$ cat src/rtl/mem_sched_pkg.sv
// Shared types for the memory request scheduler.
//   sched_state_t : scheduler FSM states
//   req_src_t     : which requester owns the latched transaction
//   GNT_*         : bit positions inside the one-hot arbiter grant vector
package mem_sched_pkg;

  typedef enum logic [1:0] {IDLE, ISSUE, WAIT_RD} sched_state_t;

  typedef enum logic [1:0] {REQ_NONE, REQ_IC, REQ_DC_RD, REQ_DC_WR} req_src_t;

  localparam int GNT_IC    = 0;
  localparam int GNT_DC_RD = 1;
  localparam int GNT_DC_WR = 2;

endpackage

$ cat src/rtl/mem_req_scheduler_if.sv
// Bundle of the cache-side request/response channels and the memory port
// of the scheduler.
//   slave  : the scheduler's view (takes cache requests and memory responses,
//            drives readies, cache responses and the memory request)
//   master : the surrounding system's view (caches plus main memory)
interface mem_req_scheduler_if #(
  parameter int ADDR_W   = 32,
  parameter int BLOCK_DW = 256
);

  logic                icache_rd_valid_i;
  logic                icache_rd_ready_o;
  logic [ADDR_W-1:0]   icache_rd_addr_i;
  logic                dcache_rd_valid_i;
  logic                dcache_rd_ready_o;
  logic [ADDR_W-1:0]   dcache_rd_addr_i;
  logic                dcache_wr_valid_i;
  logic                dcache_wr_ready_o;
  logic [ADDR_W-1:0]   dcache_wr_addr_i;
  logic [BLOCK_DW-1:0] dcache_wr_data_i;
  logic                icache_resp_valid_o;
  logic [BLOCK_DW-1:0] icache_resp_data_o;
  logic                dcache_resp_valid_o;
  logic [ADDR_W-1:0]   dcache_resp_addr_o;
  logic [BLOCK_DW-1:0] dcache_resp_data_o;
  logic                mem_req_o;
  logic                mem_we_o;
  logic [ADDR_W-1:0]   mem_addr_o;
  logic [BLOCK_DW-1:0] mem_wdata_o;
  logic                mem_gnt_i;
  logic                mem_rvalid_i;
  logic [BLOCK_DW-1:0] mem_rdata_i;
  logic                busy_o;
  logic                err_o;

  modport slave (
    input  icache_rd_valid_i, icache_rd_addr_i,
    input  dcache_rd_valid_i, dcache_rd_addr_i,
    input  dcache_wr_valid_i, dcache_wr_addr_i, dcache_wr_data_i,
    input  mem_gnt_i, mem_rvalid_i, mem_rdata_i,
    output icache_rd_ready_o, dcache_rd_ready_o, dcache_wr_ready_o,
    output icache_resp_valid_o, icache_resp_data_o,
    output dcache_resp_valid_o, dcache_resp_addr_o, dcache_resp_data_o,
    output mem_req_o, mem_we_o, mem_addr_o, mem_wdata_o,
    output busy_o, err_o
  );

  modport master (
    output icache_rd_valid_i, icache_rd_addr_i,
    output dcache_rd_valid_i, dcache_rd_addr_i,
    output dcache_wr_valid_i, dcache_wr_addr_i, dcache_wr_data_i,
    output mem_gnt_i, mem_rvalid_i, mem_rdata_i,
    input  icache_rd_ready_o, dcache_rd_ready_o, dcache_wr_ready_o,
    input  icache_resp_valid_o, icache_resp_data_o,
    input  dcache_resp_valid_o, dcache_resp_addr_o, dcache_resp_data_o,
    input  mem_req_o, mem_we_o, mem_addr_o, mem_wdata_o,
    input  busy_o, err_o
  );

endinterface

$ cat src/rtl/mem_sched_arbiter.sv
// Fixed-priority arbiter with icache aging.
// Ports:
//   clk_i, rst_i     : clock, async active-high reset
//   arb_en_i         : scheduler is idle and may accept a request
//   ic_valid_i       : icache read pending
//   dc_rd_valid_i    : dcache read pending
//   dc_wr_valid_i    : dcache write-back pending
//   grant_o          : one-hot grant, indexed by GNT_* from the package
//   src_o            : the same grant encoded as req_src_t
module mem_sched_arbiter
  import mem_sched_pkg::*;
#(
  parameter int STARVE_LIMIT = 8
) (
  input  logic       clk_i,
  input  logic       rst_i,
  input  logic       arb_en_i,
  input  logic       ic_valid_i,
  input  logic       dc_rd_valid_i,
  input  logic       dc_wr_valid_i,
  output logic [2:0] grant_o,
  output req_src_t   src_o
);

  localparam int CNT_W = $clog2(STARVE_LIMIT + 1);
  localparam logic [CNT_W-1:0] LIMIT = CNT_W'(STARVE_LIMIT);

  logic [CNT_W-1:0] starve_cnt;
  logic             starved;

  assign starved = (starve_cnt == LIMIT);

  // Write-back beats read so a dirty block reaches memory before it is
  // re-fetched; a starved icache overrides both.
  always_comb begin
    grant_o = '0;
    src_o   = REQ_NONE;
    if (arb_en_i) begin
      if (ic_valid_i && starved) begin
        grant_o[GNT_IC] = 1'b1;
        src_o           = REQ_IC;
      end else if (dc_wr_valid_i) begin
        grant_o[GNT_DC_WR] = 1'b1;
        src_o              = REQ_DC_WR;
      end else if (dc_rd_valid_i) begin
        grant_o[GNT_DC_RD] = 1'b1;
        src_o              = REQ_DC_RD;
      end else if (ic_valid_i) begin
        grant_o[GNT_IC] = 1'b1;
        src_o           = REQ_IC;
      end
    end
  end

  // Counts arbitrations the icache loses while it is asking; saturates.
  always_ff @(posedge clk_i or posedge rst_i) begin
    if (rst_i) begin
      starve_cnt <= '0;
    end else if (grant_o[GNT_IC]) begin
      starve_cnt <= '0;
    end else if (arb_en_i && ic_valid_i && !starved) begin
      starve_cnt <= starve_cnt + CNT_W'(1);
    end
  end

endmodule

$ cat src/rtl/mem_req_scheduler.sv
// Serialises icache reads, dcache reads and dcache write-backs onto one
// single-port main memory with one transaction in flight.
// Ports:
//   clk_i, rst_i : clock, async active-high reset
//   bus          : cache request/response channels, memory port, busy/err
//                  (see mem_req_scheduler_if)
module mem_req_scheduler
  import mem_sched_pkg::*;
#(
  parameter int ADDR_W       = 32,
  parameter int BLOCK_DW     = 256,
  parameter int STARVE_LIMIT = 8
) (
  input  logic              clk_i,
  input  logic              rst_i,
  mem_req_scheduler_if.slave bus
);

  localparam int OFF_W = $clog2(BLOCK_DW / 8);
  localparam logic [ADDR_W-1:0] ADDR_MASK = ~ADDR_W'((1 << OFF_W) - 1);

  sched_state_t        state, state_next;
  logic [2:0]          grant;
  req_src_t            grant_src;
  logic                accept;
  logic [ADDR_W-1:0]   sel_addr;
  logic [BLOCK_DW-1:0] sel_wdata;

  req_src_t            req_src;
  logic                req_we;
  logic [ADDR_W-1:0]   req_addr;
  logic [BLOCK_DW-1:0] req_wdata;

  logic                ic_resp_valid;
  logic [BLOCK_DW-1:0] ic_resp_data;
  logic                dc_resp_valid;
  logic [ADDR_W-1:0]   dc_resp_addr;
  logic [BLOCK_DW-1:0] dc_resp_data;
  logic                err;
  logic                rd_done;

  mem_sched_arbiter #(
    .STARVE_LIMIT(STARVE_LIMIT)
  ) u_arb (
    .clk_i         (clk_i),
    .rst_i         (rst_i),
    .arb_en_i      (state == IDLE),
    .ic_valid_i    (bus.icache_rd_valid_i),
    .dc_rd_valid_i (bus.dcache_rd_valid_i),
    .dc_wr_valid_i (bus.dcache_wr_valid_i),
    .grant_o       (grant),
    .src_o         (grant_src)
  );

  assign accept  = (grant_src != REQ_NONE);
  assign rd_done = (state == WAIT_RD) && bus.mem_rvalid_i;

  // Arbiter only grants in IDLE, so the readies are the grant itself.
  assign bus.icache_rd_ready_o = grant[GNT_IC];
  assign bus.dcache_rd_ready_o = grant[GNT_DC_RD];
  assign bus.dcache_wr_ready_o = grant[GNT_DC_WR];

  // Address/data of whichever requester just won.
  always_comb begin
    sel_addr  = '0;
    sel_wdata = '0;
    case (grant_src)
      REQ_IC:    sel_addr = bus.icache_rd_addr_i;
      REQ_DC_RD: sel_addr = bus.dcache_rd_addr_i;
      REQ_DC_WR: begin
        sel_addr  = bus.dcache_wr_addr_i;
        sel_wdata = bus.dcache_wr_data_i;
      end
      default: ;
    endcase
  end

  always_ff @(posedge clk_i or posedge rst_i) begin
    if (rst_i) begin
      state <= IDLE;
    end else begin
      state <= state_next;
    end
  end

  always_comb begin
    state_next = state;
    case (state)
      IDLE:    if (accept) state_next = ISSUE;
      ISSUE:   if (bus.mem_gnt_i) state_next = req_we ? IDLE : WAIT_RD;
      WAIT_RD: if (bus.mem_rvalid_i) state_next = IDLE;
      default: state_next = IDLE;
    endcase
  end

  // Request register: loaded only on acceptance so the memory side sees a
  // stable request for however long the grant takes.
  always_ff @(posedge clk_i or posedge rst_i) begin
    if (rst_i) begin
      req_src   <= REQ_NONE;
      req_we    <= 1'b0;
      req_addr  <= '0;
      req_wdata <= '0;
    end else if (state == IDLE && accept) begin
      req_src   <= grant_src;
      req_we    <= (grant_src == REQ_DC_WR);
      req_addr  <= sel_addr & ADDR_MASK;
      req_wdata <= sel_wdata;
    end
  end

  // Response registers: pulses last one cycle, data is held until the next
  // response for the same cache.
  always_ff @(posedge clk_i or posedge rst_i) begin
    if (rst_i) begin
      ic_resp_valid <= 1'b0;
      ic_resp_data  <= '0;
      dc_resp_valid <= 1'b0;
      dc_resp_addr  <= '0;
      dc_resp_data  <= '0;
    end else begin
      ic_resp_valid <= 1'b0;
      dc_resp_valid <= 1'b0;
      if (rd_done) begin
        if (req_src == REQ_IC) begin
          ic_resp_valid <= 1'b1;
          ic_resp_data  <= bus.mem_rdata_i;
        end else begin
          dc_resp_valid <= 1'b1;
          dc_resp_addr  <= req_addr;
          dc_resp_data  <= bus.mem_rdata_i;
        end
      end
    end
  end

  // Read data nobody is waiting for is dropped but remembered.
  always_ff @(posedge clk_i or posedge rst_i) begin
    if (rst_i) begin
      err <= 1'b0;
    end else if (bus.mem_rvalid_i && state != WAIT_RD) begin
      err <= 1'b1;
    end
  end

  assign bus.mem_req_o           = (state == ISSUE);
  assign bus.mem_we_o            = req_we;
  assign bus.mem_addr_o          = req_addr;
  assign bus.mem_wdata_o         = req_wdata;
  assign bus.icache_resp_valid_o = ic_resp_valid;
  assign bus.icache_resp_data_o  = ic_resp_data;
  assign bus.dcache_resp_valid_o = dc_resp_valid;
  assign bus.dcache_resp_addr_o  = dc_resp_addr;
  assign bus.dcache_resp_data_o  = dc_resp_data;
  assign bus.busy_o              = (state != IDLE);
  assign bus.err_o               = err;

endmodule

$ cat src/flat_wrapper.sv
// flat-port wrapper written by rule: the top's interface ports become plain ports
module mem_req_scheduler_flat import mem_sched_pkg::*;
#(
  parameter int ADDR_W       = 32,
  parameter int BLOCK_DW     = 256,
  parameter int STARVE_LIMIT = 8
)
  (clk_i, rst_i, bus_icache_rd_valid_i, bus_icache_rd_addr_i, bus_dcache_rd_valid_i, bus_dcache_rd_addr_i, bus_dcache_wr_valid_i, bus_dcache_wr_addr_i, bus_dcache_wr_data_i, bus_mem_gnt_i, bus_mem_rvalid_i, bus_mem_rdata_i, bus_icache_rd_ready_o, bus_dcache_rd_ready_o, bus_dcache_wr_ready_o, bus_icache_resp_valid_o, bus_icache_resp_data_o, bus_dcache_resp_valid_o, bus_dcache_resp_addr_o, bus_dcache_resp_data_o, bus_mem_req_o, bus_mem_we_o, bus_mem_addr_o, bus_mem_wdata_o, bus_busy_o, bus_err_o);
  mem_req_scheduler_if #(.ADDR_W(ADDR_W), .BLOCK_DW(BLOCK_DW)) bus_i ();
  input  logic clk_i;
  input  logic rst_i;
  input wire logic [$bits(bus_i.icache_rd_valid_i)-1:0] bus_icache_rd_valid_i;
  input wire logic [$bits(bus_i.icache_rd_addr_i)-1:0] bus_icache_rd_addr_i;
  input wire logic [$bits(bus_i.dcache_rd_valid_i)-1:0] bus_dcache_rd_valid_i;
  input wire logic [$bits(bus_i.dcache_rd_addr_i)-1:0] bus_dcache_rd_addr_i;
  input wire logic [$bits(bus_i.dcache_wr_valid_i)-1:0] bus_dcache_wr_valid_i;
  input wire logic [$bits(bus_i.dcache_wr_addr_i)-1:0] bus_dcache_wr_addr_i;
  input wire logic [$bits(bus_i.dcache_wr_data_i)-1:0] bus_dcache_wr_data_i;
  input wire logic [$bits(bus_i.mem_gnt_i)-1:0] bus_mem_gnt_i;
  input wire logic [$bits(bus_i.mem_rvalid_i)-1:0] bus_mem_rvalid_i;
  input wire logic [$bits(bus_i.mem_rdata_i)-1:0] bus_mem_rdata_i;
  output wire logic [$bits(bus_i.icache_rd_ready_o)-1:0] bus_icache_rd_ready_o;
  output wire logic [$bits(bus_i.dcache_rd_ready_o)-1:0] bus_dcache_rd_ready_o;
  output wire logic [$bits(bus_i.dcache_wr_ready_o)-1:0] bus_dcache_wr_ready_o;
  output wire logic [$bits(bus_i.icache_resp_valid_o)-1:0] bus_icache_resp_valid_o;
  output wire logic [$bits(bus_i.icache_resp_data_o)-1:0] bus_icache_resp_data_o;
  output wire logic [$bits(bus_i.dcache_resp_valid_o)-1:0] bus_dcache_resp_valid_o;
  output wire logic [$bits(bus_i.dcache_resp_addr_o)-1:0] bus_dcache_resp_addr_o;
  output wire logic [$bits(bus_i.dcache_resp_data_o)-1:0] bus_dcache_resp_data_o;
  output wire logic [$bits(bus_i.mem_req_o)-1:0] bus_mem_req_o;
  output wire logic [$bits(bus_i.mem_we_o)-1:0] bus_mem_we_o;
  output wire logic [$bits(bus_i.mem_addr_o)-1:0] bus_mem_addr_o;
  output wire logic [$bits(bus_i.mem_wdata_o)-1:0] bus_mem_wdata_o;
  output wire logic [$bits(bus_i.busy_o)-1:0] bus_busy_o;
  output wire logic [$bits(bus_i.err_o)-1:0] bus_err_o;
  assign bus_i.icache_rd_valid_i = bus_icache_rd_valid_i;
  assign bus_i.icache_rd_addr_i = bus_icache_rd_addr_i;
  assign bus_i.dcache_rd_valid_i = bus_dcache_rd_valid_i;
  assign bus_i.dcache_rd_addr_i = bus_dcache_rd_addr_i;
  assign bus_i.dcache_wr_valid_i = bus_dcache_wr_valid_i;
  assign bus_i.dcache_wr_addr_i = bus_dcache_wr_addr_i;
  assign bus_i.dcache_wr_data_i = bus_dcache_wr_data_i;
  assign bus_i.mem_gnt_i = bus_mem_gnt_i;
  assign bus_i.mem_rvalid_i = bus_mem_rvalid_i;
  assign bus_i.mem_rdata_i = bus_mem_rdata_i;
  assign bus_icache_rd_ready_o = bus_i.icache_rd_ready_o;
  assign bus_dcache_rd_ready_o = bus_i.dcache_rd_ready_o;
  assign bus_dcache_wr_ready_o = bus_i.dcache_wr_ready_o;
  assign bus_icache_resp_valid_o = bus_i.icache_resp_valid_o;
  assign bus_icache_resp_data_o = bus_i.icache_resp_data_o;
  assign bus_dcache_resp_valid_o = bus_i.dcache_resp_valid_o;
  assign bus_dcache_resp_addr_o = bus_i.dcache_resp_addr_o;
  assign bus_dcache_resp_data_o = bus_i.dcache_resp_data_o;
  assign bus_mem_req_o = bus_i.mem_req_o;
  assign bus_mem_we_o = bus_i.mem_we_o;
  assign bus_mem_addr_o = bus_i.mem_addr_o;
  assign bus_mem_wdata_o = bus_i.mem_wdata_o;
  assign bus_busy_o = bus_i.busy_o;
  assign bus_err_o = bus_i.err_o;
  mem_req_scheduler #(.ADDR_W(ADDR_W), .BLOCK_DW(BLOCK_DW), .STARVE_LIMIT(STARVE_LIMIT)) u_core (.clk_i(clk_i), .rst_i(rst_i), .bus(bus_i));
endmodule
$ cat config.mk
export PLATFORM = sky130hd
export DESIGN_NAME = mem_req_scheduler_flat
export DESIGN_NICKNAME = d
export VERILOG_FILES = /design/src/rtl/mem_sched_pkg.sv /design/src/rtl/mem_req_scheduler_if.sv /design/src/rtl/mem_sched_arbiter.sv /design/src/rtl/mem_req_scheduler.sv /design/src/flat_wrapper.sv
export SDC_FILE = /design/constraint.sdc
export NUM_CORES = 2
export LEC_CHECK = 0
export ABC_CLOCK_PERIOD_IN_PS = 31400
export CORE_AREA = 2 2 574 576
export CTS_CLUSTER_SIZE = 30
export DETAILED_ROUTE_END_ITERATION = 10
export DIE_AREA = 0 0 576 578
export GPL_TIMING_DRIVEN = 0
export PLACE_DENSITY = 0.3
export RECOVER_POWER = 50
export SETUP_SLACK_MARGIN = 0.2
export SLEW_MARGIN = 25
export SYNTH_ARGS = -nofsm -noshare
export SYNTH_HDL_FRONTEND = slang
export SYNTH_SLANG_ARGS = --single-unit
$ cat constraint.sdc
create_clock -name clk_i -period 31.4 [get_ports clk_i]
set_clock_uncertainty 0.15 [all_clocks]
set_input_delay 6.28 -clock clk_i [delete_from_list [all_inputs] [get_ports clk_i]]
set_output_delay 6.28 -clock clk_i [all_outputs]
set_load 0.1 [all_outputs]
==> impl_metrics.json <==
{
  "cts_tree": "done",
  "numCtsBuffers": 116,
  "slew_headroom": -2.324,
  "clock_tree.buffer_depth": 4,
  "syn_inst": 1933,
  "drt_iter0_drc": 955,
  "h-tree-depth": 3,
  "synthDistinctLibCells": 43,
  "port_buffers": 1428,
  "clk_pin_slew_ps": 60,
  "hp-start": "u_core.bus.err_o",
  "start_kind": "input port",
  "netlist_area_mm2": 0.03091,
  "hold_viol": 0,
  "fin_nets": 4115,
  "clock_sinks": 834,
  "area_delta_synth_final_pct": 72.78,
  "grtUsageTotal": 0.1252,
  "routedWlPerCell_um": 27.18,
  "drive_above_1_share": 0.2073,
  "firstDrtPassIters": 5,
  "synth.area.top_cells": "dfrtp_1 68%, mux2_2 17%, a22o_1 7.3%, mux2_1 2.5%, buf_2 1.4%",
  "violations": "max-capacitance violations, max-slew violations",
  "wl_mm": 216.3,
  "endpoint_kind": "asynchronous set/reset pin",
  "synth_top_area_share": 0.6751,
  "clock_latency_ps": 840,
  "ios": 1456,
  "path_class": "input port to asynchronous set/reset pin",
  "die_h_um": 578,
  "antenna_left": 0,
  "period_minus_slack_ps": 19910,
  "fillers": 36191,
  "dpl.hpwl_mm": 183.2,
  "drc": 0,
  "fin_tns_setup_ps": 0,
  "path_max_fanout": 83,
  "holdBufCountCts": 0,
  "rsz0062_at_grt": "false",
  "gp_congestion": 0.7996,
  "cts_resized": 0,
  "arrival_ps": 19520,
  "grt_max_degree": 87,
  "dieArea_mm2": 0.3329,
  "post_cts_buffers": 0,
  "synth-seq-cells": 834,
  "cp_data_required_time_ps": 31010,
  "vias": 24100,
  "final_max_slew_viol_count": 759,
  "status": "complete, but fails checks",
  "viasPerCell": 3.029,
  "rr_startpoint": "u_core.state[0]",
  "core_mm2": 0.3263,
  "antenna_found_initial": 135,
  "final_cell_mix": "1264 x clkdlybuf4s50_1, 834 x dfrtp_1, 469 x mux2_2",
  "final_common_cell": "clkdlybuf4s50_1",
  "hold_class": "flip-flop to flip-flop",
  "worst_pin_slew_ps": 4986,
  "setup_viol": 0,
  "yosys.area.top_type": "dfrtp_1",
  "synth_area_per_cell_um2": 15.99,
  "yosysWarnings": 0,
  "die_w_um": 576,
  "clock.fmax_mhz": 50.21,
  "grt_overflow": 0,
  "grt_pass1_wl_mm": 276.2,
  "initial_core_util": 0.09472,
  "drv_cap": 37,
  "grt_pass1_vias": 25980,
  "root_buffer": "clkbuf_16",
  "finalCritPeriodShare": 0.6342,
  "cp-startpoint": "rst_i",
  "rows": 210,
  "ys_seq_area_frac": 0.6751
}
Yosys cell counts (all sizes together):
library cell,instances
dfrtp,834
mux2,539
a22o,257
buf,130
o21ai,43
nand2,29
a21oi,20
o22ai,18
nor2,13
a22oi,8
inv,8
clkbuf,7
a21o,3
ha,2
nand2b,2
nand4b,2
nor3,2
o22a,2
a21boi,1
a221o,1
and2,1
and3,1
and3b,1
clkinv,1
conb,1
nand3,1
nand3b,1
nand4,1
nor3b,1
o21a,1
o32ai,1
or2,1
sequential cells by signal (all words and copies together) (netlist names):
name                            cells
u_core.bus.dcache_resp_data_o     256
u_core.bus.icache_resp_data_o     256
u_core.bus.mem_wdata_o            256
u_core.bus.dcache_resp_addr_o      27
u_core.bus.mem_addr_o              27
u_core.u_arb.starve_cnt             4
u_core.req_src                      2
u_core.state                        2
u_core.bus.dcache_resp_valid_o      1
u_core.bus.err_o                    1
u_core.bus.icache_resp_valid_o      1
u_core.bus.mem_we_o                 1
metal layers:
metal  wire [um]  track usage
met1       72940       0.1218
met5         608            0
met3       19920      0.05139
met2      117200       0.2444
met4        5564      0.02533
through the flow:
step	hold slack (ps)	instance area (um2)	worst slack, ps	utilization	cells
3_5_place_dp	303.0	50210	15500	0.1539	7726
2_1_floorplan	342.3	30950	1541	-	1942
3_3_place_gp	294.6	50680	-13450	0.1553	7716
5_1_grt	345.1	53350	8692	0.1635	7931
6_report	328.8	53410	11490	0.1637	7956
4_1_cts	327.6	53890	15490	0.1651	7926
worst max-delay path, stage by stage:
cell and delay [ps]:
dlygate4sd3_1 560, clkinvlp_2 1740, clkbuf_1 3480, clkbuf_1 3420, clkbuf_1 3620
kinds of logic after synthesis:
kind of cell    count (synthesis)  synth area share
mux                           539            0.1963
flops                         834            0.6751
other cells                     1         0.0001213
compound gates                355           0.09148
buf+inv                       146           0.02619
simple gates                   56          0.009917
fa+ha+maj                       2         0.0008094
final cells by class:
| class | instances | area (um2) | area share |
|---|---|---|---|
| inverters | 9 | 35.03 | 0.0006559 |
| flip-flops and latches | 834 | 20870 | 0.3908 |
| clock inverters | 23 | 290.3 | 0.005435 |
| well taps | 4346 | 5438 | 0.1018 |
| clock buffers | 177 | 3392 | 0.06351 |
| diodes | 30 | 75.07 | 0.001406 |
| repair buffers | 1438 | 13400 | 0.2509 |
| multi-input cells | 962 | 9235 | 0.1729 |
| plain buffers | 137 | 674.4 | 0.01263 |
worst paths after layout:
kind | slack (ps) | to | depth (start not counted)
setup reg to reg | 26680 | u_core.bus.icache_resp_data_o[103] | 5
hold reg to reg | 330 | u_core.bus.err_o | 1
setup / recovery | 11490 | u_core.bus.mem_wdata_o[85] | 5
hold / removal | 330 | u_core.bus.err_o | 1
max in group clk_i | 15640 | bus_dcache_wr_ready_o | 6
min in group asynchronous | 6630 | u_core.bus.dcache_resp_data_o[41] | 2
Power is left out: the tool's default activity adds up to more than one toggle a clock period on the data nets, which glitch-free logic cannot reach.
